## config.mk

```make
export PLATFORM = sky130hd
export DESIGN_NAME = gpr_file_mp
export DESIGN_NICKNAME = d
export VERILOG_FILES = /design/src/rtl/gpr_pkg.sv /design/src/rtl/gpr_scoreboard.sv /design/src/rtl/gpr_file_mp.sv
export SDC_FILE = /design/constraint.sdc
export NUM_CORES = 2
export LEC_CHECK = 0
export ABC_AREA = 1
export CAP_MARGIN = 15
export CORE_MARGIN = 4
export CORE_UTILIZATION = 34
export DETAILED_ROUTE_END_ITERATION = 6
export PLACE_DENSITY = 0.49
export RECOVER_POWER = 50
export SYNTH_ARGS = -nofsm -noshare
export SYNTH_HDL_FRONTEND = slang
export SYNTH_SLANG_ARGS = --single-unit
```

## constraint.sdc

```tcl
create_clock -name clk -period 4.8 [get_ports clk]
set_input_delay 0.72 -clock clk [delete_from_list [all_inputs] [get_ports clk]]
set_output_delay 0.72 -clock clk [all_outputs]
set_load 0.05 [all_outputs]
```

## src/rtl/gpr_pkg.sv

```systemverilog
// Shared constants, defaults and write-port arbitration for the GPR file and its hazard unit.
package gpr_pkg;

    localparam int DATA_W_DEF = 32;
    localparam int ADDR_W_DEF = 5;
    localparam int REG_ZERO   = 0;

    // Arbitration operands are zero-padded to these bounds so one function serves any port count.
    localparam int MAX_WR     = 8;
    localparam int MAX_ADDR_W = 8;
    localparam int WR_IDX_W   = 3;

    typedef struct packed {
        logic                hit;
        logic [WR_IDX_W-1:0] idx;
    } wr_hit_t;

    // The highest-index enabled port whose address matches wins.
    function automatic wr_hit_t winning_wr(
        input logic [MAX_ADDR_W-1:0]        addr,
        input logic [MAX_WR-1:0]            we,
        input logic [MAX_WR*MAX_ADDR_W-1:0] wa
    );
        wr_hit_t r;
        r = '0;
        for (int j = 0; j < MAX_WR; j++) begin
            if (we[j] && (wa[j*MAX_ADDR_W +: MAX_ADDR_W] == addr)) begin
                r.hit = 1'b1;
                r.idx = WR_IDX_W'(j);
            end
        end
        return r;
    endfunction

endpackage

```

## src/rtl/gpr_scoreboard.sv

```systemverilog
// Busy-bit scoreboard: one "producer in flight" bit per register.
// Priority on an edge: reset, then flush (clears all), then issue-set over write-clear.
module gpr_scoreboard
    import gpr_pkg::*;
#(
    parameter int ADDR_W   = ADDR_W_DEF,
    parameter int NUM_WR   = 2,
    parameter int ZERO_REG = 1,
    localparam int DEPTH   = 1 << ADDR_W
) (
    input  logic                     clk,
    input  logic                     reset_n,
    input  logic                     iss_valid,
    input  logic [ADDR_W-1:0]        iss_addr,
    input  logic                     flush,
    input  logic [NUM_WR-1:0]        clr,
    input  logic [NUM_WR*ADDR_W-1:0] wa,
    output logic [DEPTH-1:0]         busy
);

    logic [DEPTH-1:0] busy_nxt;

    always_comb begin
        busy_nxt = busy;
        for (int j = 0; j < NUM_WR; j++) begin
            if (clr[j]) busy_nxt[wa[j*ADDR_W +: ADDR_W]] = 1'b0;
        end
        if (iss_valid && !((ZERO_REG != 0) && (iss_addr == ADDR_W'(REG_ZERO))))
            busy_nxt[iss_addr] = 1'b1;
        if (flush) busy_nxt = '0;
    end

    always_ff @(posedge clk) begin
        if (!reset_n) busy <= '0;
        else          busy <= busy_nxt;
    end

endmodule

```

## src/rtl/gpr_file_mp.sv

```systemverilog
// Multi-port register file with write->read bypass, busy scoreboard and saturating write counter.
// Reads are combinational (latency 0); writes commit on posedge; no backpressure.
module gpr_file_mp
    import gpr_pkg::*;
#(
    parameter int          DATA_W       = DATA_W_DEF,
    parameter int          ADDR_W       = ADDR_W_DEF,
    parameter int          NUM_RD       = 3,
    parameter int          NUM_WR       = 2,
    parameter int          BYPASS       = 1,
    parameter int          ZERO_REG     = 1,
    parameter logic [31:0] WR_COUNT_RST = 32'h0
) (
    input  logic                     clk,
    input  logic                     reset_n,
    input  logic [NUM_RD*ADDR_W-1:0] rd_addr,
    output logic [NUM_RD*DATA_W-1:0] rd_data,
    output logic [NUM_RD-1:0]        rd_busy,
    input  logic [NUM_WR-1:0]        we,
    input  logic [NUM_WR*ADDR_W-1:0] wa,
    input  logic [NUM_WR*DATA_W-1:0] wd,
    input  logic                     iss_valid,
    input  logic [ADDR_W-1:0]        iss_addr,
    input  logic                     flush,
    output logic [31:0]              wr_count
);

    localparam int DEPTH = 1 << ADDR_W;
    localparam int CNT_W = $clog2(NUM_WR + 1);

    logic [DATA_W-1:0]              regs [DEPTH];
    logic [DEPTH-1:0]               busy;
    logic [NUM_WR-1:0]              wr_eff;
    logic [MAX_WR-1:0]              we_pad;
    logic [MAX_WR*MAX_ADDR_W-1:0]   wa_pad;
    logic [CNT_W-1:0]               wr_inc;
    logic [32:0]                    cnt_sum;

    // A write is committed only out of reset and when not aimed at the hardwired zero register.
    always_comb begin
        we_pad = '0;
        wa_pad = '0;
        wr_inc = '0;
        for (int j = 0; j < NUM_WR; j++) begin
            wr_eff[j] = we[j] && reset_n &&
                        !((ZERO_REG != 0) && (wa[j*ADDR_W +: ADDR_W] == ADDR_W'(REG_ZERO)));
            we_pad[j] = wr_eff[j];
            wa_pad[j*MAX_ADDR_W +: MAX_ADDR_W] = MAX_ADDR_W'(wa[j*ADDR_W +: ADDR_W]);
            wr_inc = wr_inc + CNT_W'(wr_eff[j]);
        end
    end

    always_ff @(posedge clk) begin
        if (!reset_n) begin
            for (int i = 0; i < DEPTH; i++) regs[i] <= '0;
        end else begin
            for (int j = 0; j < NUM_WR; j++) begin
                if (wr_eff[j]) regs[wa[j*ADDR_W +: ADDR_W]] <= wd[j*DATA_W +: DATA_W];
            end
        end
    end

    gpr_scoreboard #(
        .ADDR_W   (ADDR_W),
        .NUM_WR   (NUM_WR),
        .ZERO_REG (ZERO_REG)
    ) u_scoreboard (
        .clk       (clk),
        .reset_n   (reset_n),
        .iss_valid (iss_valid),
        .iss_addr  (iss_addr),
        .flush     (flush),
        .clr       (wr_eff),
        .wa        (wa),
        .busy      (busy)
    );

    for (genvar k = 0; k < NUM_RD; k++) begin : g_rd
        logic [ADDR_W-1:0] ra;
        logic [DATA_W-1:0] d;
        logic              b;
        logic              rz;
        wr_hit_t           h;

        assign ra = rd_addr[k*ADDR_W +: ADDR_W];
        assign rz = (ZERO_REG != 0) && (ra == ADDR_W'(REG_ZERO));
        assign h  = winning_wr(MAX_ADDR_W'(ra), we_pad, wa_pad);

        always_comb begin
            d = regs[ra];
            b = reset_n && busy[ra];
            if (rz) begin
                d = '0;
                b = 1'b0;
            end else if ((BYPASS != 0) && h.hit) begin
                d = wd[int'(h.idx)*DATA_W +: DATA_W];
                b = 1'b0;
            end
        end

        assign rd_data[k*DATA_W +: DATA_W] = d;
        assign rd_busy[k]                  = b;
    end

    // The increment is at most NUM_WR, so a carry out of bit 31 means saturate.
    assign cnt_sum = {1'b0, wr_count} + 33'(wr_inc);

    always_ff @(posedge clk) begin
        if (!reset_n)        wr_count <= WR_COUNT_RST;
        else if (cnt_sum[32]) wr_count <= 32'hFFFF_FFFF;
        else                 wr_count <= cnt_sum[31:0];
    end

endmodule

```

======== Yosys cells after proc, flatten, opt, wreduce, memory -nomap -nowiden ========
Memory sizes are Yosys's and may differ from the RTL's.
Index checks and enable logic that the tools add are counted.
word-level totals
  bits in registers ....................... 64
  RAM bits ................................ 1,024
  output and inout bits ................... 131
  word-level logic and storage cells ...... 105
  memories kept ........................... 1
memories
  memory  depth  bits a word  read ports  clocked after Yosys merged registers in  write ports  RTL line           RTL
  regs    32     32           3           0                                        32           gpr_file_mp.sv:31  logic [DATA_W-1:0] regs [DEPTH];
cells by class
  add/subtract/negate cells ............... 2
  order comparisons ....................... 9
  equality and inequality tests ........... 6
  shifts and indexed selects .............. 3
  multiplexer cells ....................... 47
  bitwise operators ....................... 6
  reduce and logical (&&, ||, !) cells .... 29
operators with widths
  kind                  number
  $mux W32              12
  $shiftx A64 B9 Y32    3
  $and A32 B32 Y32      2
  $not A32 Y32          2
  $reduce_or A32 Y1     2
  $lt A5 B6 Y1 const B  6
  $add A32 B2 Y33       1
  $or A32 B32 Y32       1
  $eq A5 B5 Y1          6
  $logic_not A5 Y1      6
  $mux W4               6
  $mux W1               21
  $logic_and A1 B1 Y1   17
  $bmux W1 S5           3
  $demux W1 S5          3
  $ge A5 B1 Y1 const B  3
  $mux W5               2
  $logic_not A1 Y1      3
  $add A1 B1 Y2         1
  $reduce_or A2 Y1      1
  $not A1 Y1            1

======== Logic depth before layout (Yosys ltp) ========
  word-level depth ........................ 11
  gate-level depth with buffers ........... 17

======== Modules after synthesis ========
Synthesis repeated with hierarchy kept, for this count alone.
second synthesis, totals
  cells, all modules ...................... 11,013
  area total of the unflattened synthesis .. 79,149.7 sq um
modules (own cells, without submodules)
  module          instances  cells each  area each (sq um)  sequential area each (sq um)
  gpr_file_mp     1          10,753      77,484.3           31,390.1
  gpr_scoreboard  1          260         1,665.3            640.6

======== Worst setup path before layout ========
Ideal clock, no wire load.
  path type ............................... input-to-reg
  start ................................... input wa[7]
  end ..................................... register wr_count[25]
  setup time .............................. 0.110 ns
  data arrival time ....................... 3.306 ns
  slack ................................... 1.384 ns
  stages .................................. 17
  path buffers ............................ 3
  path through ............................ buf_4 > nor3_4 > nand2_1 > nand3_2 > inv_4 > clkbuf_1 > fa_1 > ha_1 > nand3_1 > inv_1 > nand2_1 > nor2_1 > nand2_1 > clkbuf_1 > o21ai_0 > nand2_1 > inv_1
between the ends
  longest elaborated chain between the ends .. 6
ends and longest elaborated chain
  item                    RTL line            RTL
  start: declaration      gpr_file_mp.sv:20   input logic [NUM_WR*ADDR_W-1:0] wa,
  $logic_not A5 Y1        gpr_file_mp.sv:46   !((ZERO_REG != 0) && (wa[j*ADDR_W +: ADDR_W] == ADDR_W'(REG_ZERO)));
  $logic_not A1 Y1        gpr_file_mp.sv:46
  $logic_and A1 B1 Y1     gpr_file_mp.sv:45   wr_eff[j] = we[j] && reset_n &&
  $add A1 B1 Y2           gpr_file_mp.sv:49   wr_inc = wr_inc + CNT_W'(wr_eff[j]);
  $add A32 B2 Y33         gpr_file_mp.sv:106  assign cnt_sum = {1'b0, wr_count} + 33'(wr_inc);
  $mux W32                gpr_file_mp.sv:110  else if (cnt_sum[32]) wr_count <= 32'hFFFF_FFFF;
  end signal: assignment  gpr_file_mp.sv:111  else wr_count <= cnt_sum[31:0];
  end: declaration        gpr_file_mp.sv:25   output logic [31:0] wr_count
No other way between the ends.
A chain may end at the register's enable or synchronous reset.

==> metrics.csv <==
metric;value;unit
Synth Cell Area;0.0768;mm2
Worst Hold Depth;3;
CP Capture Type;register;
setup slack after layout;37.3;ps
LEAKAGE;34.4;nW
Core Region;0.225;mm2
max_cap viols;48;
drt initial violations;17700;
area grow syn2layout;14.1;%
CTS tree;built;
ANT nets after route;0;
commonest non-fill, non-tap cell in the layout;nand2_1;
WL final;472;mm
post_cts resized;0;
DP Wirelength;274;mm
Avg WL per Cell;35.5;um
worst hold path type;in -> reg;
Global Route Usage Sum;38.3;%
RSZ-0062 raised after global routing;no;
relative slew slack;-102;%
WP data arrival;5280;ps
Crit-path slowest cell;nand2_1;
Root Buffer;clkbuf_16;
Power Dens Cells;323;mW/mm2
Final #Nets;10300;
Setup CP Type;in -> reg;
Setup Skew;12.1;ps
GP Congestion;0.962;
layout cell share with drive strength beyond 1;8.33;%
CTS Buf Count;138;
Hold Buf Count CTS;0;
setup repair bufs after CTS;0;
Top FF cell, synth;edfxtp_1;
Initial Utilization;34.2;%
final setup violation count;0;
clock tree buffer depth;3;
DR vias/cell;6.70;
Worst Tran Pin Value;3030;ps
Post-Synthesis Cells;10500;
status;complete, but fails checks;
largest net degree at the start of global routing;131;
CTS clk-pin slew, worst paths;60;ps
CP startpoint kind;primary input;
DR pass1 iterations;7;
I/O pin cnt;231;
final routed DRC violation total;0;
register area share after synthesis;41.7;%
fin crit period;4760;ps
FFs w/ async S/R, synth;0;%
Port Buf Inserts;230;
Reg2Reg Depth;11;
GR Overflow Total;0;
Sink Count;1088;
DIE WIDTH;483;um
Final period util;99.2;%
Synth cell types;44;
VDD IR-drop max;0.000389;V
first-pass GRT wire length;641;mm
final core utilization;39.0;%
vias in the first global route;82200;
Final Hold Viols;0;
Critical Path Max Stage Delay;1350;ps
Die ar.;0.234;mm2
leading cell types in the layout, fill and taps excluded;1,671 x nand2_1, 1,550 x nand3_1, 1,254 x o21ai_0, 1,196 x a21oi_1, 1,024 x edfxtp_1;
Design Area, Final;0.0877;mm2
num rows;174;
maximum fanout along the worst path;20;
fmax;0.210;GHz
total negative setup slack;0;ps
Post-synth EDFFs;1024;
CP dominant cell by count;nand2_1;
Data required, critical path;5310;ps
placed cell area;0.0839;mm2
failing checks;capacitance limit, slew limit;
die height;483;um
routed vias;89100;
worst path cell trace;dlygate4sd3_1 -> nor2_1 -> nand2_1 -> nand3_1 -> inv_4 -> nand2_1 -> clkinvlp_2 -> nand2_1 -> clkbuf_2 -> o22ai_1;
htree depth;4;
register bit total from synthesis;1088;
worst path buffer plus inverter count;4;
final slew viol count;1081;
Place WS;340;ps
Skew-Pair Late Insertion Delay;820;ps
Worst path depth;10;
syn avg cell area;7.31;um2
CP top delay family;buffers and inverters;
Ys Warns;0;
initial antenna violation count;23;
[cells by family after synthesis]
family | count (synthesis) | synth area share (%)
other | 1 | 0.00488
AOI/OAI and AO/OA | 3535 | 25.0
DFF | 1088 | 41.7
and+or+nand+nor | 3822 | 22.1
xor gates and xnor gates | 38 | 0.433
adders and majority gates | 2 | 0.0423
buffers and inverters | 2023 | 10.7
[where the power goes]
| part | total (mW) | internal (mW) | switching (mW) |
|---|---|---|---|
| combinational | 6.50 | 1.80 | 4.69 |
| sequential | 11.2 | 10.9 | 0.308 |
| clock | 10.6 | 6.00 | 4.59 |
[layer usage]
| metal | GRT usage (%) | part of all wire [%] | vias to the layer above |
|---|---|---|---|
| met5 | 0.674 | 0.023 | - |
| met4 | 28.0 | 8.6 | 8 |
| met3 | 13.3 | 16 | 1900 |
| met2 | 53.6 | 39 | 8363 |
| met1 | 48.7 | 36 | 42200 |
| li1 | - | - | 36600 |
[synthesized netlist by cell type, types with 10 or more instances]
master | number | area share (%)
xnor2_1 | 25 | 0.28
inv_2 | 13 | 0.064
nand2_4 | 19 | 0.28
inv_1 | 843 | 4.1
nor2_1 | 417 | 2.0
nand3_1 | 1559 | 10
o22ai_2 | 10 | 0.16
clkinv_1 | 24 | 0.12
o22ai_1 | 985 | 8.0
a21oi_1 | 1196 | 7.8
nand2_1 | 1683 | 8.2
o21ai_0 | 1254 | 8.2
buf_1 | 120 | 0.59
buf_2 | 399 | 2.6
or2_2 | 60 | 0.49
dfxtp_1 | 64 | 1.7
nand3_2 | 14 | 0.18
edfxtp_1 | 1024 | 40
nand4_1 | 16 | 0.13
xor2_1 | 13 | 0.15
o211ai_1 | 87 | 0.85
clkbuf_1 | 589 | 2.9
nor3_1 | 19 | 0.12
buf_4 | 21 | 0.21
[state kept, by name (all words and copies together), names as in the netlist]
signal and cells:
regs 1024, u_scoreboard.busy 32, wr_count 32
[stage by stage]
stage	total power, mW	hold slack (ps)	cells
2_1_floorplan	14.7	425	10500
3_3_place_gp	17.6	446	13000
3_5_place_dp	17.6	448	13000
4_1_cts	28.0	240	13300
5_1_grt	29.0	264	13300
6_report	28.3	267	13300
[path summary, 6_finish.rpt]
kind / startpoint / to / slack (ps)
worst max-delay path: wa[5] / regs[12][20]$_DFFE_PP_ / 40
worst min-delay path: reset_n / wr_count[15]$_SDFF_PN0_ / 270
worst max register to register: wr_count[0]$_SDFF_PN0_ / wr_count[24]$_SDFF_PN0_ / 2520
worst min register to register: u_scoreboard.busy[0]$_SDFF_PP0_ / u_scoreboard.busy[0]$_SDFF_PP0_ / 470
[area by class of cell]
cell class              instances  area, um2
multi-input cells            7429      36700
clock inverters                71        641
clock buffers                 172       3710
flip-flops and latches       1088      32000
fillers                     23000     137000
diodes                         13       32.5
well taps                    2992       3740
repair buffers                638       7380
inverters                     887       3420
[worst register-to-register path: cells and delay by family (launching register included)]
| kind | cells | cell delay, ps |
|---|---|---|
| adder cells (fa/ha/maj) | 2 | 700 |
| AO/OA/AOI/OAI | 1 | 200 |
| flip-flops | 1 | 360 |
| buffers and inverters | 4 | 440 |
| AND/OR/NAND/NOR | 4 | 460 |
No activity file was read; power rests on OpenSTA's default activity.
